==> src/rtl/led_game_pkg.sv <==
// ============================================================================
// led_game_pkg : shared types, digit codes and helpers for led_count_game
// Revision     : 1.0
// ============================================================================
`default_nettype none

package led_game_pkg;

    typedef enum logic [2:0] {
        ST_IDLE = 3'd0,
        ST_RUN  = 3'd1,
        ST_HOLD = 3'd2,
        ST_WIN  = 3'd3,
        ST_LOSE = 3'd4
    } state_e;

    localparam logic DIR_DOWN = 1'b0;
    localparam logic DIR_UP   = 1'b1;

    // 7-segment digit codes understood by the board's display driver
    localparam logic [3:0] DIG_O     = 4'h0;
    localparam logic [3:0] DIG_G     = 4'h9;
    localparam logic [3:0] DIG_N     = 4'hA;
    localparam logic [3:0] DIG_DASH  = 4'hB;
    localparam logic [3:0] DIG_D     = 4'hC;
    localparam logic [3:0] DIG_U     = 4'hD;
    localparam logic [3:0] DIG_P     = 4'hE;
    localparam logic [3:0] DIG_BLANK = 4'hF;

    // Two-digit BCD of a value 0..99, tens digit in the upper nibble
    function automatic logic [7:0] to_bcd(input logic [6:0] v);
        logic [6:0] tens;
        logic [6:0] ones;
        tens = v / 7'd10;
        ones = v % 7'd10;
        return {tens[3:0], ones[3:0]};
    endfunction

endpackage

`default_nettype wire

==> src/rtl/lfsr16.sv <==
// ============================================================================
// lfsr16   : free-running 16-bit Fibonacci LFSR, taps 16,15,13,4
// Revision : 1.0
// ============================================================================
`default_nettype none

module lfsr16 #(
    parameter logic [15:0] SEED = 16'hACE1
) (
    input  logic        clk,
    input  logic        reset_n,
    output logic [15:0] lfsr
);

    logic [15:0] lfsr_q;
    logic [15:0] lfsr_d;

    always_comb begin
        lfsr_d = {lfsr_q[14:0], lfsr_q[15] ^ lfsr_q[14] ^ lfsr_q[12] ^ lfsr_q[3]};
    end

    always_ff @(posedge clk or negedge reset_n) begin
        if (!reset_n) begin
            lfsr_q <= SEED;
        end else begin
            lfsr_q <= lfsr_d;
        end
    end

    assign lfsr = lfsr_q;

endmodule

`default_nettype wire

==> src/rtl/led_count_game.sv <==
// ============================================================================
// led_count_game : bouncing LED sweep, stop it on a random target count
// Revision       : 1.0
// ============================================================================
`default_nettype none

module led_count_game
    import led_game_pkg::*;
#(
    parameter int          N_LEDS    = 16,
    parameter int          TICK_DIV  = 100_000_000,
    parameter int          MAX_TRIES = 3,
    parameter logic [15:0] LFSR_SEED = 16'hACE1
) (
    input  logic              clk,
    input  logic              reset_n,
    input  logic              active,
    input  logic              btn,
    input  logic              dot_mode,
    output logic [N_LEDS-1:0] led,
    output logic [15:0]       seg_data,
    output logic              win,
    output logic              lose,
    output logic [3:0]        tries_left
);

    localparam int             PW     = $clog2(N_LEDS + 1);
    localparam int             TW     = $clog2(TICK_DIV);
    localparam logic [PW-1:0]  P_MAX  = PW'(N_LEDS - 1);
    localparam logic [PW-1:0]  N_VAL  = PW'(N_LEDS);
    localparam logic [TW-1:0]  TC_MAX = TW'(TICK_DIV - 1);

    state_e            state_q, state_d;
    logic [PW-1:0]     p_q, p_d;
    logic              dir_q, dir_d;
    logic [TW-1:0]     tc_q, tc_d;
    logic [PW-1:0]     target_q, target_d;
    logic [3:0]        tries_q, tries_d;
    logic              hold_first_q, hold_first_d;
    logic              btn_prev_q, btn_prev_d;

    logic [N_LEDS-1:0] led_q, led_d;
    logic [15:0]       seg_q, seg_d;
    logic              win_q, win_d;
    logic              lose_q, lose_d;
    logic [3:0]        tries_out_q, tries_out_d;

    logic [15:0]       lfsr_w;
    logic              btn_edge;
    logic              tick;
    logic [PW-1:0]     count;
    logic [PW-1:0]     tgt_pos;
    logic [7:0]        count_bcd;
    logic [7:0]        tgt_bcd;
    logic [7:0]        hint;
    logic [N_LEDS-1:0] bar_pat;
    logic [N_LEDS-1:0] dot_pat;
    logic [N_LEDS-1:0] tgt_pat;
    logic [N_LEDS-1:0] run_pat;

    lfsr16 #(
        .SEED (LFSR_SEED)
    ) u_lfsr (
        .clk     (clk),
        .reset_n (reset_n),
        .lfsr    (lfsr_w)
    );

    assign btn_edge  = btn & ~btn_prev_q;
    assign tick      = (tc_q == TC_MAX);
    assign count     = N_VAL - p_q;
    assign tgt_pos   = N_VAL - target_q;
    assign count_bcd = to_bcd(7'(count));
    assign tgt_bcd   = to_bcd(7'(target_q));

    always_comb begin
        bar_pat = '0;
        dot_pat = '0;
        tgt_pat = '0;
        for (int i = 0; i < N_LEDS; i++) begin
            bar_pat[i] = (PW'(i) >= p_q);
            dot_pat[i] = (PW'(i) == p_q);
            tgt_pat[i] = (PW'(i) >= tgt_pos);
        end
        run_pat = dot_mode ? dot_pat : bar_pat;
    end

    always_comb begin
        hint = {DIG_DASH, DIG_DASH};
        if (count < target_q) begin
            hint = {DIG_U, DIG_P};
        end else if (count > target_q) begin
            hint = {DIG_D, DIG_N};
        end
    end

    // Game state, position sweep and attempt bookkeeping
    always_comb begin
        state_d      = state_q;
        p_d          = p_q;
        dir_d        = dir_q;
        tc_d         = tc_q;
        target_d     = target_q;
        tries_d      = tries_q;
        hold_first_d = 1'b0;
        btn_prev_d   = btn;

        case (state_q)
            ST_IDLE: begin
                target_d = PW'(lfsr_w % 16'(N_LEDS)) + PW'(1);
                tries_d  = 4'(MAX_TRIES);
                p_d      = P_MAX;
                dir_d    = DIR_DOWN;
                tc_d     = '0;
                state_d  = ST_RUN;
            end
            ST_RUN: begin
                if (btn_edge) begin
                    state_d      = ST_HOLD;
                    tries_d      = tries_q - 4'd1;
                    tc_d         = '0;
                    hold_first_d = 1'b1;
                end else if (tick) begin
                    tc_d = '0;
                    if (dir_q == DIR_DOWN) begin
                        if (p_q == '0) begin
                            dir_d = DIR_UP;
                            p_d   = p_q + PW'(1);
                        end else begin
                            p_d = p_q - PW'(1);
                        end
                    end else begin
                        if (p_q == P_MAX) begin
                            dir_d = DIR_DOWN;
                            p_d   = p_q - PW'(1);
                        end else begin
                            p_d = p_q + PW'(1);
                        end
                    end
                end else begin
                    tc_d = tc_q + TW'(1);
                end
            end
            ST_HOLD: begin
                // The first HOLD cycle only decides win/lose; a press there is dropped
                if (count == target_q) begin
                    state_d = ST_WIN;
                end else if (tries_q == 4'd0) begin
                    state_d = ST_LOSE;
                end else if (btn_edge && !hold_first_q) begin
                    state_d = ST_RUN;
                    tc_d    = '0;
                end
            end
            ST_WIN, ST_LOSE: begin
                if (btn_edge) begin
                    state_d = ST_IDLE;
                end
            end
            default: begin
                state_d = ST_IDLE;
            end
        endcase

        if (!active) begin
            state_d = ST_IDLE;
        end
    end

    // Outputs are a registered view of the current state/position
    always_comb begin
        led_d       = run_pat;
        seg_d       = {DIG_BLANK, DIG_BLANK, tgt_bcd};
        win_d       = 1'b0;
        lose_d      = 1'b0;
        tries_out_d = tries_q;

        case (state_q)
            ST_HOLD: begin
                seg_d = {count_bcd, hint};
            end
            ST_WIN: begin
                led_d = '1;
                seg_d = {DIG_G, DIG_O, DIG_O, DIG_D};
                win_d = 1'b1;
            end
            ST_LOSE: begin
                led_d  = tgt_pat;
                seg_d  = {DIG_DASH, DIG_DASH, tgt_bcd};
                lose_d = 1'b1;
            end
            default: begin
                led_d = run_pat;
            end
        endcase

        if (!active) begin
            led_d       = '0;
            seg_d       = {4{DIG_BLANK}};
            win_d       = 1'b0;
            lose_d      = 1'b0;
            tries_out_d = 4'd0;
        end
    end

    always_ff @(posedge clk or negedge reset_n) begin
        if (!reset_n) begin
            state_q      <= ST_IDLE;
            p_q          <= P_MAX;
            dir_q        <= DIR_DOWN;
            tc_q         <= '0;
            target_q     <= PW'(1);
            tries_q      <= 4'd0;
            hold_first_q <= 1'b0;
            btn_prev_q   <= 1'b0;
            led_q        <= '0;
            seg_q        <= 16'hFFFF;
            win_q        <= 1'b0;
            lose_q       <= 1'b0;
            tries_out_q  <= 4'd0;
        end else begin
            state_q      <= state_d;
            p_q          <= p_d;
            dir_q        <= dir_d;
            tc_q         <= tc_d;
            target_q     <= target_d;
            tries_q      <= tries_d;
            hold_first_q <= hold_first_d;
            btn_prev_q   <= btn_prev_d;
            led_q        <= led_d;
            seg_q        <= seg_d;
            win_q        <= win_d;
            lose_q       <= lose_d;
            tries_out_q  <= tries_out_d;
        end
    end

    assign led        = led_q;
    assign seg_data   = seg_q;
    assign win        = win_q;
    assign lose       = lose_q;
    assign tries_left = tries_out_q;

endmodule

`default_nettype wire

==> config.mk <==
export PLATFORM = sky130hd
export DESIGN_NAME = led_count_game
export DESIGN_NICKNAME = d
export VERILOG_FILES = /design/src/rtl/led_game_pkg.sv /design/src/rtl/lfsr16.sv /design/src/rtl/led_count_game.sv
export SDC_FILE = /design/constraint.sdc
export NUM_CORES = 1
export LEC_CHECK = 0
export BUFFER_PORTS_ARGS = -buffer_cell sky130_fd_sc_hd__buf_4
export CORE_MARGIN = 2
export CORE_UTILIZATION = 51
export CTS_BUF_LIST = sky130_fd_sc_hd__clkbuf_4 sky130_fd_sc_hd__clkbuf_8 sky130_fd_sc_hd__clkbuf_16
export CTS_CLUSTER_DIAMETER = 150
export DETAILED_ROUTE_END_ITERATION = 7
export PLACE_DENSITY = 0.71
export SYNTH_ARGS = -nofsm -noshare
export SYNTH_HDL_FRONTEND = slang
export SYNTH_HIERARCHICAL = 1
export SYNTH_SLANG_ARGS = --single-unit
==> constraint.sdc <==
create_clock -name clk -period 11.4 [get_ports clk]
set_clock_uncertainty 0.05 [all_clocks]
set_input_delay 1.14 -clock clk [delete_from_list [all_inputs] [get_ports clk]]
set_output_delay 1.14 -clock clk [all_outputs]
set_load 0.05 [all_outputs]
==> results of run 1 <==
layout make-up:
| class | instances | area (um2) | area share |
|---|---|---|---|
| clock inverter | 5 | 65.06 | 0.01080 |
| tap | 136 | 170.2 | 0.02825 |
| sequential | 101 | 2564 | 0.4256 |
| multi-input combinational | 421 | 2644 | 0.4389 |
| timing repair buffer | 44 | 330.3 | 0.05484 |
| inverter | 28 | 105.1 | 0.01745 |
| clock buffer | 11 | 145.1 | 0.02410 |
how the worst max path moves through the flow:
stage	to	startpoint
4_1_cts	tc_q[16]	p_q[0]
6_report	tc_q[16]	p_q[0]
3_5_place_dp	tc_q[16]	p_q[0]
5_1_grt	tc_q[16]	p_q[0]
3_3_place_gp	tc_q[16]	p_q[0]
2_1_floorplan	tc_q[24]	p_q[0]
state kept, by name, indices dropped and copies added (netlist names), 3 cells and up:
signal and cells:
tc_q 27, target_q 5, state_q 3, seg_data 16, tries_q 4, tries_left 4, u_lfsr/lfsr 16, led 16
p_q 5
power breakdown:
| group | internal [mW] | switching, mW | total [mW] | leakage [nW] |
|---|---|---|---|---|
| Sequential | 0.395 | 0.0342 | 0.430 | 1.29 |
| Combinational | 0.108 | 0.235 | 0.343 | 1.29 |
| Clock | 0.113 | 0.130 | 0.243 | 0.108 |
| Total | 0.616 | 0.399 | 1.02 | 2.69 |
layer usage:
layer | part of all wire | track usage | wire [um] | up-vias
met4 | 0.029 | 0.1053 | 357 | 0
met1 | 0.43 | 0.2967 | 5346 | 2184
met3 | 0.052 | 0.03571 | 655 | 31
li1 | - | - | - | 2118
met5 | 0 | 0 | 0 | -
met2 | 0.49 | 0.3648 | 6119 | 164
cells in the final DEF, fill, tap and decap left out, drive strengths merged, types with 6 or more instances in the layout:
master / count
nor3: 18
nand4: 9
a21oi: 42
ha: 21
xor2: 16
nor2b: 6
and2: 8
nand2b: 6
inv: 30
a21o: 6
nand2: 49
nand3: 21
nor4: 7
o21ai: 52
buf: 44
nor2: 46
and3: 13
dfstp: 29
dfrtp: 72
xnor2: 14
o22ai: 8
a211oi: 13
a31oi: 6
clkbuf: 11
worst max-delay path, cell delays in order, from the launching register on:
cell and delay (ns):
dfstp_2 0.74, inv_1 0.18, ha_1 0.36, nor3b_1 0.21, ha_1 0.38, inv_1 0.10
ha_1 0.30, and3_1 0.19, a311o_2 0.47, a21o_1 0.38, a21oi_2 0.60, o22ai_1 0.19
a22o_1 0.21
==> impl_metrics.toml, run 1 <==
[status]
status = "complete, no violations"

[sta]
finalSetupViolCount = 0
totalNegativeSetupSlack_ns = 0
finalWorstSetupSlack_ns = 6.935
grt_setup_unrepaired = "no"
period_needed_ns = 4.465
fmax_mhz = 224.0
timing.final.crit_share = 0.3916
holdWs_ns = 0.3109
worst-slew-pin-transition_ns = 1.065
slew_violations = 0
hold_viol_final = 0
slew_headroom = 0.2824

[routing]
detail-route-antenna-nets = 0
drtIter0Drc = 321
post-route-drc-count = 0
routed_wl_mm = 12.48
viasPerCell = 6.028
drt_pre_antenna_iters = 6
num_vias = 4497
route.detailed.wl_per_inst_um = 16.73

[worst_setup_path]
r2r-end = "tc_q[16]"
crit_type = "register to register"
worst_r2r_startpoint = "p_q[0]"
critical_path_arrival_ns = 4.68
critical_path_required_ns = 11.62
reg2regPathDepth = 12
r2r_setup_slack_ns = 6.94
endpoint_kind = "register"
worst_setup_path_start_kind = "register"
critPathMaxFanout = 20

[clocking]
clock_tree.root_cell = "clkbuf_8"
cts.path.max_buffers = 2
cts_tree = "yes"
clkSinkCount = 101
cts_max_level = 3
hold_buffers = 0
cts_buffers = 9
post_cts.resized_instances = 0
setup_fix_buffers_added_after_clock_tree_synthesis = 0
clock_insertion_delay_worst_skew_ns = 0.38
cts.reportedPaths.clkPinSlew_ns = 0.10

[layout]
layout.nets = 631
final_util = 0.5808
antenna-diode-count = 0
layout.cell_area.non_filler_mm2 = 0.006023
post_route_cells_drive_above_1_share = 0.1754
n_fill_cell = 895
area_growth_syn_to_layout_pct = 10.08
final_std_cells_w_o_fill = 746

[worst_hold_path]
hold_sp = "u_lfsr/lfsr[10]"
hp-class = "register to register"
hold-path-cell-count = 0
min_delay_worst_endpoint = "u_lfsr/lfsr[11]"

[placed_design]
post-place-ws_ns = 7.024
dp_hpwl_mm = 8.760
place_area_mm2 = 0.005813
cells_after_dpl = 730
gp_routability_congestion = 0.9688
io_buf_count = 42

[yosys]
synthCells = 586
ys_warn_count = 6
synth_area_per_cell_um2 = 9.337
syn_area_mm2 = 0.005471
synth_nets = 612

[die]
core.rowCount = 37
die_width_um = 107.6
ioPinCount = 43
initial_standard_cell_utilization_of_the_core = 0.5276
fp.dieH_um = 107.6
core_mm2 = 0.01037
die_area_mm2 = 0.01157

[power_and_ir_drop]
finalPower_mw = 1.016
powerDensity_mw_per_mm2 = 168.6
leakagePower_nw = 2.686
max-vdd-ir-drop_v = 0.00006962

[grt]
initial_antenna_violation_count = 0
first_global_vias = 4253
grt.total_usage = 0.2253
grt_max_degree = 77
grt_overflow_total = 0
grt_first_pass_wirelength_mm = 20.36

[flow_run]
drv.max_cap_violation_count = 0
Power figures use the tool's default switching activity.
==> run 2, diff against run 1 <==
--- a/config.mk
+++ b/config.mk
@@ -5,13 +5,14 @@
 export SDC_FILE = /design/constraint.sdc
 export NUM_CORES = 1
 export LEC_CHECK = 0
+export ABC_AREA = 1
 export BUFFER_PORTS_ARGS = -buffer_cell sky130_fd_sc_hd__buf_4
 export CORE_MARGIN = 2
 export CORE_UTILIZATION = 51
 export CTS_BUF_LIST = sky130_fd_sc_hd__clkbuf_4 sky130_fd_sc_hd__clkbuf_8 sky130_fd_sc_hd__clkbuf_16
 export CTS_CLUSTER_DIAMETER = 150
 export DETAILED_ROUTE_END_ITERATION = 7
-export PLACE_DENSITY = 0.71
+export PLACE_DENSITY = 0.74
 export SYNTH_ARGS = -nofsm -noshare
 export SYNTH_HDL_FRONTEND = slang
 export SYNTH_HIERARCHICAL = 1
==> constraint.sdc (replaced) <==
create_clock -name clk -period 3.9 [get_ports clk]
set_clock_uncertainty 0.05 [all_clocks]
set_input_delay 0.39 -clock clk [delete_from_list [all_inputs] [get_ports clk]]
set_output_delay 0.39 -clock clk [all_outputs]
set_load 0.05 [all_outputs]
==> run 2 against run 1 <==
Net effect: sequential share of layout area is 4.0 points lower; fmax increased by 38%; routed wire length up 23%; critical path type unchanged; sequential cell count is the same.
==> impl_metrics.toml, run 2 <==
[power_and_ir_drop]
leakagePower_nw = 3.175
max-vdd-ir-drop_v = 0.0004678
powerDensity_mw_per_mm2 = 629.8

[yosys]
syn_area_mm2 = 0.005939
synthCells = 760
synth_nets = 786
synth_area_per_cell_um2 = 7.815
ys_warn_count = 6

[die]
die_width_um = 111.9
die_area_mm2 = 0.01253
initial_standard_cell_utilization_of_the_core = 0.5224
fp.dieH_um = 111.9
core_mm2 = 0.01137
ioPinCount = 43
core.rowCount = 39

[placed_design]
gp_routability_congestion = 0.9592
io_buf_count = 42
dp_hpwl_mm = 11.44
place_area_mm2 = 0.006332
post-place-ws_ns = 0.7026

[sta]
finalWorstSetupSlack_ns = 0.6710
grt_setup_unrepaired = "no"
period_needed_ns = 3.229
slew_headroom = 0.3103
timing.final.crit_share = 0.8279
finalSetupViolCount = 0
fmax_mhz = 309.7
totalNegativeSetupSlack_ns = 0
hold_viol_final = 0
worst-slew-pin-transition_ns = 1.035
slew_violations = 0

[clocking]
clock_insertion_delay_worst_skew_ns = 0.37
clock_tree.root_cell = "clkbuf_16"
post_cts.resized_instances = 0
cts.reportedPaths.clkPinSlew_ns = 0.08
cts_tree = "yes"
clkSinkCount = 101
hold_buffers = 0
cts.path.max_buffers = 2
cts_max_level = 3
setup_fix_buffers_added_after_clock_tree_synthesis = 0
cts_buffers = 9

[worst_setup_path]
timing.critical_path.slowest_cell_delay_ns = 0.61
worst_setup_path_start_kind = "register"
critical_path_arrival_ns = 3.43
endpoint_kind = "register"
timing.critical_path.max_delay_family = "simple AND/OR/NAND/NOR gates"
crit_type = "register to register"
critPathMostFrequentCell = "inv_1"
worst_path_max_delay_cell = "dfstp_2"
critical_path_required_ns = 4.10
critPathMaxFanout = 15
path_cells = "inv_1 -> ha_1 -> nand2_1 -> inv_1 -> ha_1 -> inv_1 -> ha_1 -> nand2_1 -> nor2_1 -> nand2_1 -> inv_1 -> nand2_2 -> nand2_2 -> inv_2 -> nand3_1 -> xor2_1 -> nor2_1"
crit_buf_inv = 5

[grt]
initial_antenna_violation_count = 0
grt.total_usage = 0.2600
grt_overflow_total = 0
grt_first_pass_wirelength_mm = 25.87
grt_max_degree = 86
first_global_vias = 5093

[routing]
post-route-drc-count = 0
drt_pre_antenna_iters = 5
routed_wl_mm = 15.37
top_layer_used = "met4"
viasPerCell = 5.564
detail-route-antenna-nets = 0
num_vias = 5264
drtIter0Drc = 619
wl_on_met1_mm = 7.174
route.detailed.wl_per_inst_um = 16.25
met3_wirelength_mm = 1.159
route.met2.wl_mm = 6.780

[layout]
n_fill_cell = 1066
number_of_flip_flops_under_the_largest_register_name = 27
registers.top_by_ff_count = "tc_q"
area_growth_syn_to_layout_pct = 12.05
layout_common_cells = "184 x nand2_1, 90 x inv_1, 72 x dfrtp_1, 67 x nor2_1, 61 x nand3_1"
final_common_cell = "nand2_1"
layout.cell_area.non_filler_mm2 = 0.006655
post_route_cells_drive_above_1_share = 0.1843
antenna-diode-count = 0
layout.nets = 824

[worst_hold_path]
hp-class = "input pin to register"

[status]
status = "complete, no violations"

[flow_run]
drv.max_cap_violation_count = 0
[run 2: worst paths after layout]
| check | from | endpoint | slack [ns] | depth (start not counted) |
|---|---|---|---|---|
| worst max-delay path | p_q[1] | tc_q[15] | 0.67 | 17 |
| worst max register to register | p_q[1] | tc_q[15] | 0.67 | 17 |
| worst min-delay path | btn | btn_prev_q | 0.1 | 1 |
| worst min register to register | u_lfsr/lfsr[10] | u_lfsr/lfsr[11] | 0.31 | 0 |
| min in group asynchronous | reset_n | tc_q[19] | 0.16 | 1 |
| max in group asynchronous | reset_n | p_q[2] | 2.76 | 2 |
[run 2: area by class of cell]
type / count / area [um2] / area share
multi-input cells: 535 / 2853 / 0.4287
flip-flops and latches: 101 / 2564 / 0.3852
inverters: 107 / 406.6 / 0.06110
well taps: 143 / 178.9 / 0.02688
clock buffers: 9 / 225.2 / 0.03384
repair buffers: 44 / 330.3 / 0.04963
clock inverters: 7 / 97.59 / 0.01466
[run 2: worst register-to-register path: stages (launching register included)]
cell     delay, ns
dfstp_2       0.61
inv_1         0.13
ha_1          0.24
nand2_1       0.09
inv_1         0.05
ha_1          0.30
inv_1         0.09
ha_1          0.30
nand2_1       0.07
nor2_1        0.14
nand2_1       0.11
inv_1         0.12
nand2_2       0.09
nand2_2       0.22
inv_2         0.18
nand3_1       0.12
xor2_1        0.16
nor2_1        0.06
[run 2: per-stage QoR]
step	utilization	total power, mW	hold WS, ns	cells
after floorplan	-	2.733	0.04441	760
after global placement	0.5569	3.192	0.2896	930
after detailed placement	0.5569	3.213	0.2872	930
after CTS	0.5853	4.199	0.08657	946
after global routing	0.5853	4.465	0.09080	946
final	0.5853	4.191	0.09752	946
[run 2: layer usage]
metal / vias up / GRT usage
li1: 2554 / -
met1: 2483 / 0.3790
met2: 207 / 0.3899
met3: 20 / 0.05661
met4: 0 / 0.07984
met5: - / 0
[run 2: power by group]
part           switching (mW)  internal [mW]
registers               0.137           1.23
clock network           0.451          0.521
logic                    1.34          0.512
total                    1.93           2.26
==> run 3, diff against run 2 <==
--- a/config.mk
+++ b/config.mk
@@ -12,7 +12,7 @@
 export CTS_BUF_LIST = sky130_fd_sc_hd__clkbuf_4 sky130_fd_sc_hd__clkbuf_8 sky130_fd_sc_hd__clkbuf_16
 export CTS_CLUSTER_DIAMETER = 150
 export DETAILED_ROUTE_END_ITERATION = 7
-export PLACE_DENSITY = 0.74
+export PLACE_DENSITY = 0.71
 export SYNTH_ARGS = -nofsm -noshare
 export SYNTH_HDL_FRONTEND = slang
 export SYNTH_HIERARCHICAL = 1
==> constraint.sdc (replaced) <==
create_clock -name clk -period 3.4 [get_ports clk]
set_clock_uncertainty 0.05 [all_clocks]
set_input_delay 0.34 -clock clk [delete_from_list [all_inputs] [get_ports clk]]
set_output_delay 0.34 -clock clk [all_outputs]
set_load 0.05 [all_outputs]
==> run 3 against run 2 <==
Net effect: the run now ends with negative hold slack left; highest routed layer unchanged; sequential share of layout area decreased by 0.17 points; register-to-register slack got worse by 0.37 ns; fmax grew 4.3%; design area increased by 0.43%; via count increased by 1.1%; count of clock-buffer cells in the layout did not move; setup slack got worse by 0.37 ns; power up 16%; non-clock buffer count increased by 2; cell count up 0.21%; hold slack got worse by 0.12 ns.
==> impl_metrics.toml, run 3 (synthesis results as in run 2) <==
[status]
status = "finished with violations"
failing_checks = "negative hold slack"

[worst_setup_path]
critPathMaxFanout = 19
worst_setup_path_start_kind = "register"
path_cells = "inv_2 -> ha_1 -> nand2_1 -> inv_1 -> ha_1 -> inv_1 -> ha_1 -> nand2_1 -> nor2_1 -> nand2_1 -> inv_1 -> nand2_2 -> nand2_2 -> buf_4 -> nor2_1 -> xor2_1 -> nor2_1"
r2r-end = "tc_q[4]"
worst_r2r_startpoint = "p_q[0]"
reg2regPathDepth = 17
r2r_setup_slack_ns = 0.30
critical_path_arrival_ns = 3.30
timing.critical_path.slowest_cell_delay_ns = 0.62
worst_path_max_delay_cell = "dfstp_2"
crit_type = "register to register"
endpoint_kind = "register"
critical_path_required_ns = 3.60

[grt]
grt_first_pass_wirelength_mm = 25.15
grt_overflow_total = 0
grt_max_degree = 58
first_global_vias = 5037
initial_antenna_violation_count = 0
grt.total_usage = 0.2528

[layout]
final_common_cell = "nand2_1"
area_growth_syn_to_layout_pct = 12.53
layout.cell_area.non_filler_mm2 = 0.006684
number_of_flip_flops_under_the_largest_register_name = 27
final_std_cells_w_o_fill = 948
antenna-diode-count = 0
layout_common_cells = "184 x nand2_1, 90 x inv_1, 72 x dfrtp_1, 67 x nor2_1, 61 x nand3_1"
registers.top_by_ff_count = "tc_q"
layout.nets = 826
post_route_cells_drive_above_1_share = 0.1863
final_util = 0.5879

[power_and_ir_drop]
powerDensity_mw_per_mm2 = 727.9
leakagePower_nw = 3.192
max-vdd-ir-drop_v = 0.0005476
finalPower_mw = 4.865

[die]
ioPinCount = 43
initial_standard_cell_utilization_of_the_core = 0.5224
die_area_mm2 = 0.01253
die_width_um = 111.9
core_mm2 = 0.01137
fp.dieH_um = 111.9
core.rowCount = 39

[sta]
finalWorstSetupSlack_ns = 0.3034
timing.final.crit_share = 0.9108
slew_headroom = 0.5329
grt_setup_unrepaired = "no"
worst-slew-pin-transition_ns = 0.7007
slew_violations = 0
holdWs_ns = -0.01890
period_needed_ns = 3.097
fmax_mhz = 322.9
finalSetupViolCount = 0
hold_viol_final = 33
totalNegativeSetupSlack_ns = 0

[routing]
drtIter0Drc = 433
routed_wl_mm = 15.31
post-route-drc-count = 0
route.detailed.wl_per_inst_um = 16.15
drt_pre_antenna_iters = 5
viasPerCell = 5.615
detail-route-antenna-nets = 0
num_vias = 5323

[placed_design]
io_buf_count = 42
cells_after_dpl = 932
place_area_mm2 = 0.006347
dp_hpwl_mm = 11.43
post-place-ws_ns = 0.3367
gp_routability_congestion = 0.9219

[clocking]
cts.path.max_buffers = 2
cts_max_level = 3
cts_buffers = 9
post_cts.resized_instances = 0
setup_fix_buffers_added_after_clock_tree_synthesis = 0
clock_insertion_delay_worst_skew_ns = 0.36
cts.reportedPaths.clkPinSlew_ns = 0.08
cts_tree = "yes"
hold_buffers = 0
clkSinkCount = 101
clock_tree.root_cell = "clkbuf_16"

[worst_hold_path]
hp-class = "input pin to asynchronous set/reset pin"

[flow_run]
drv.max_cap_violation_count = 0
[run 3: how the worst max path moves through the flow]
stage	slack, ns	to	from
3_3_place_gp	0.44	tc_q[4]	p_q[0]
4_1_cts	0.33	tc_q[4]	p_q[0]
5_1_grt	0.03	tc_q[13]	p_q[0]
6_report	0.30	tc_q[4]	p_q[0]
2_1_floorplan	0.71	tc_q[2]	p_q[1]
3_5_place_dp	0.34	tc_q[13]	p_q[0]
[run 3: final cells by class]
class / instances / area [um2]
Fill cell: 1047 / 4686
Tap cell: 143 / 178.9
Sequential cell: 101 / 2564
Inverter: 107 / 406.6
Clock inverter: 7 / 111.4
Timing Repair Buffer: 46 / 345.3
Multi-Input combinational cell: 535 / 2853
Clock buffer: 9 / 225.2
[run 3: critical path, delay by kind of cell, from the launching register on]
family,cells,cell delay (ns)
XOR/XNOR,1,0.13
adder cells (fa/ha/maj),3,0.83
buffers and inverters,5,0.67
flip-flops,1,0.62
AND/OR/NAND/NOR,8,0.70
[run 3: power breakdown]
group | internal [mW] | switching [mW]
sequential | 1.41 | 0.155
combinational | 0.591 | 1.55
clock | 0.666 | 0.495
[run 3: per-layer routing]
metal | vias to the layer above | GRT usage | wire (um)
met5 | - | 0 | 0
met1 | 2557 | 0.3769 | 7138
met3 | 20 | 0.07131 | 1157
li1 | 2558 | - | -
met2 | 188 | 0.3657 | 6773
met4 | 0 | 0.06255 | 240
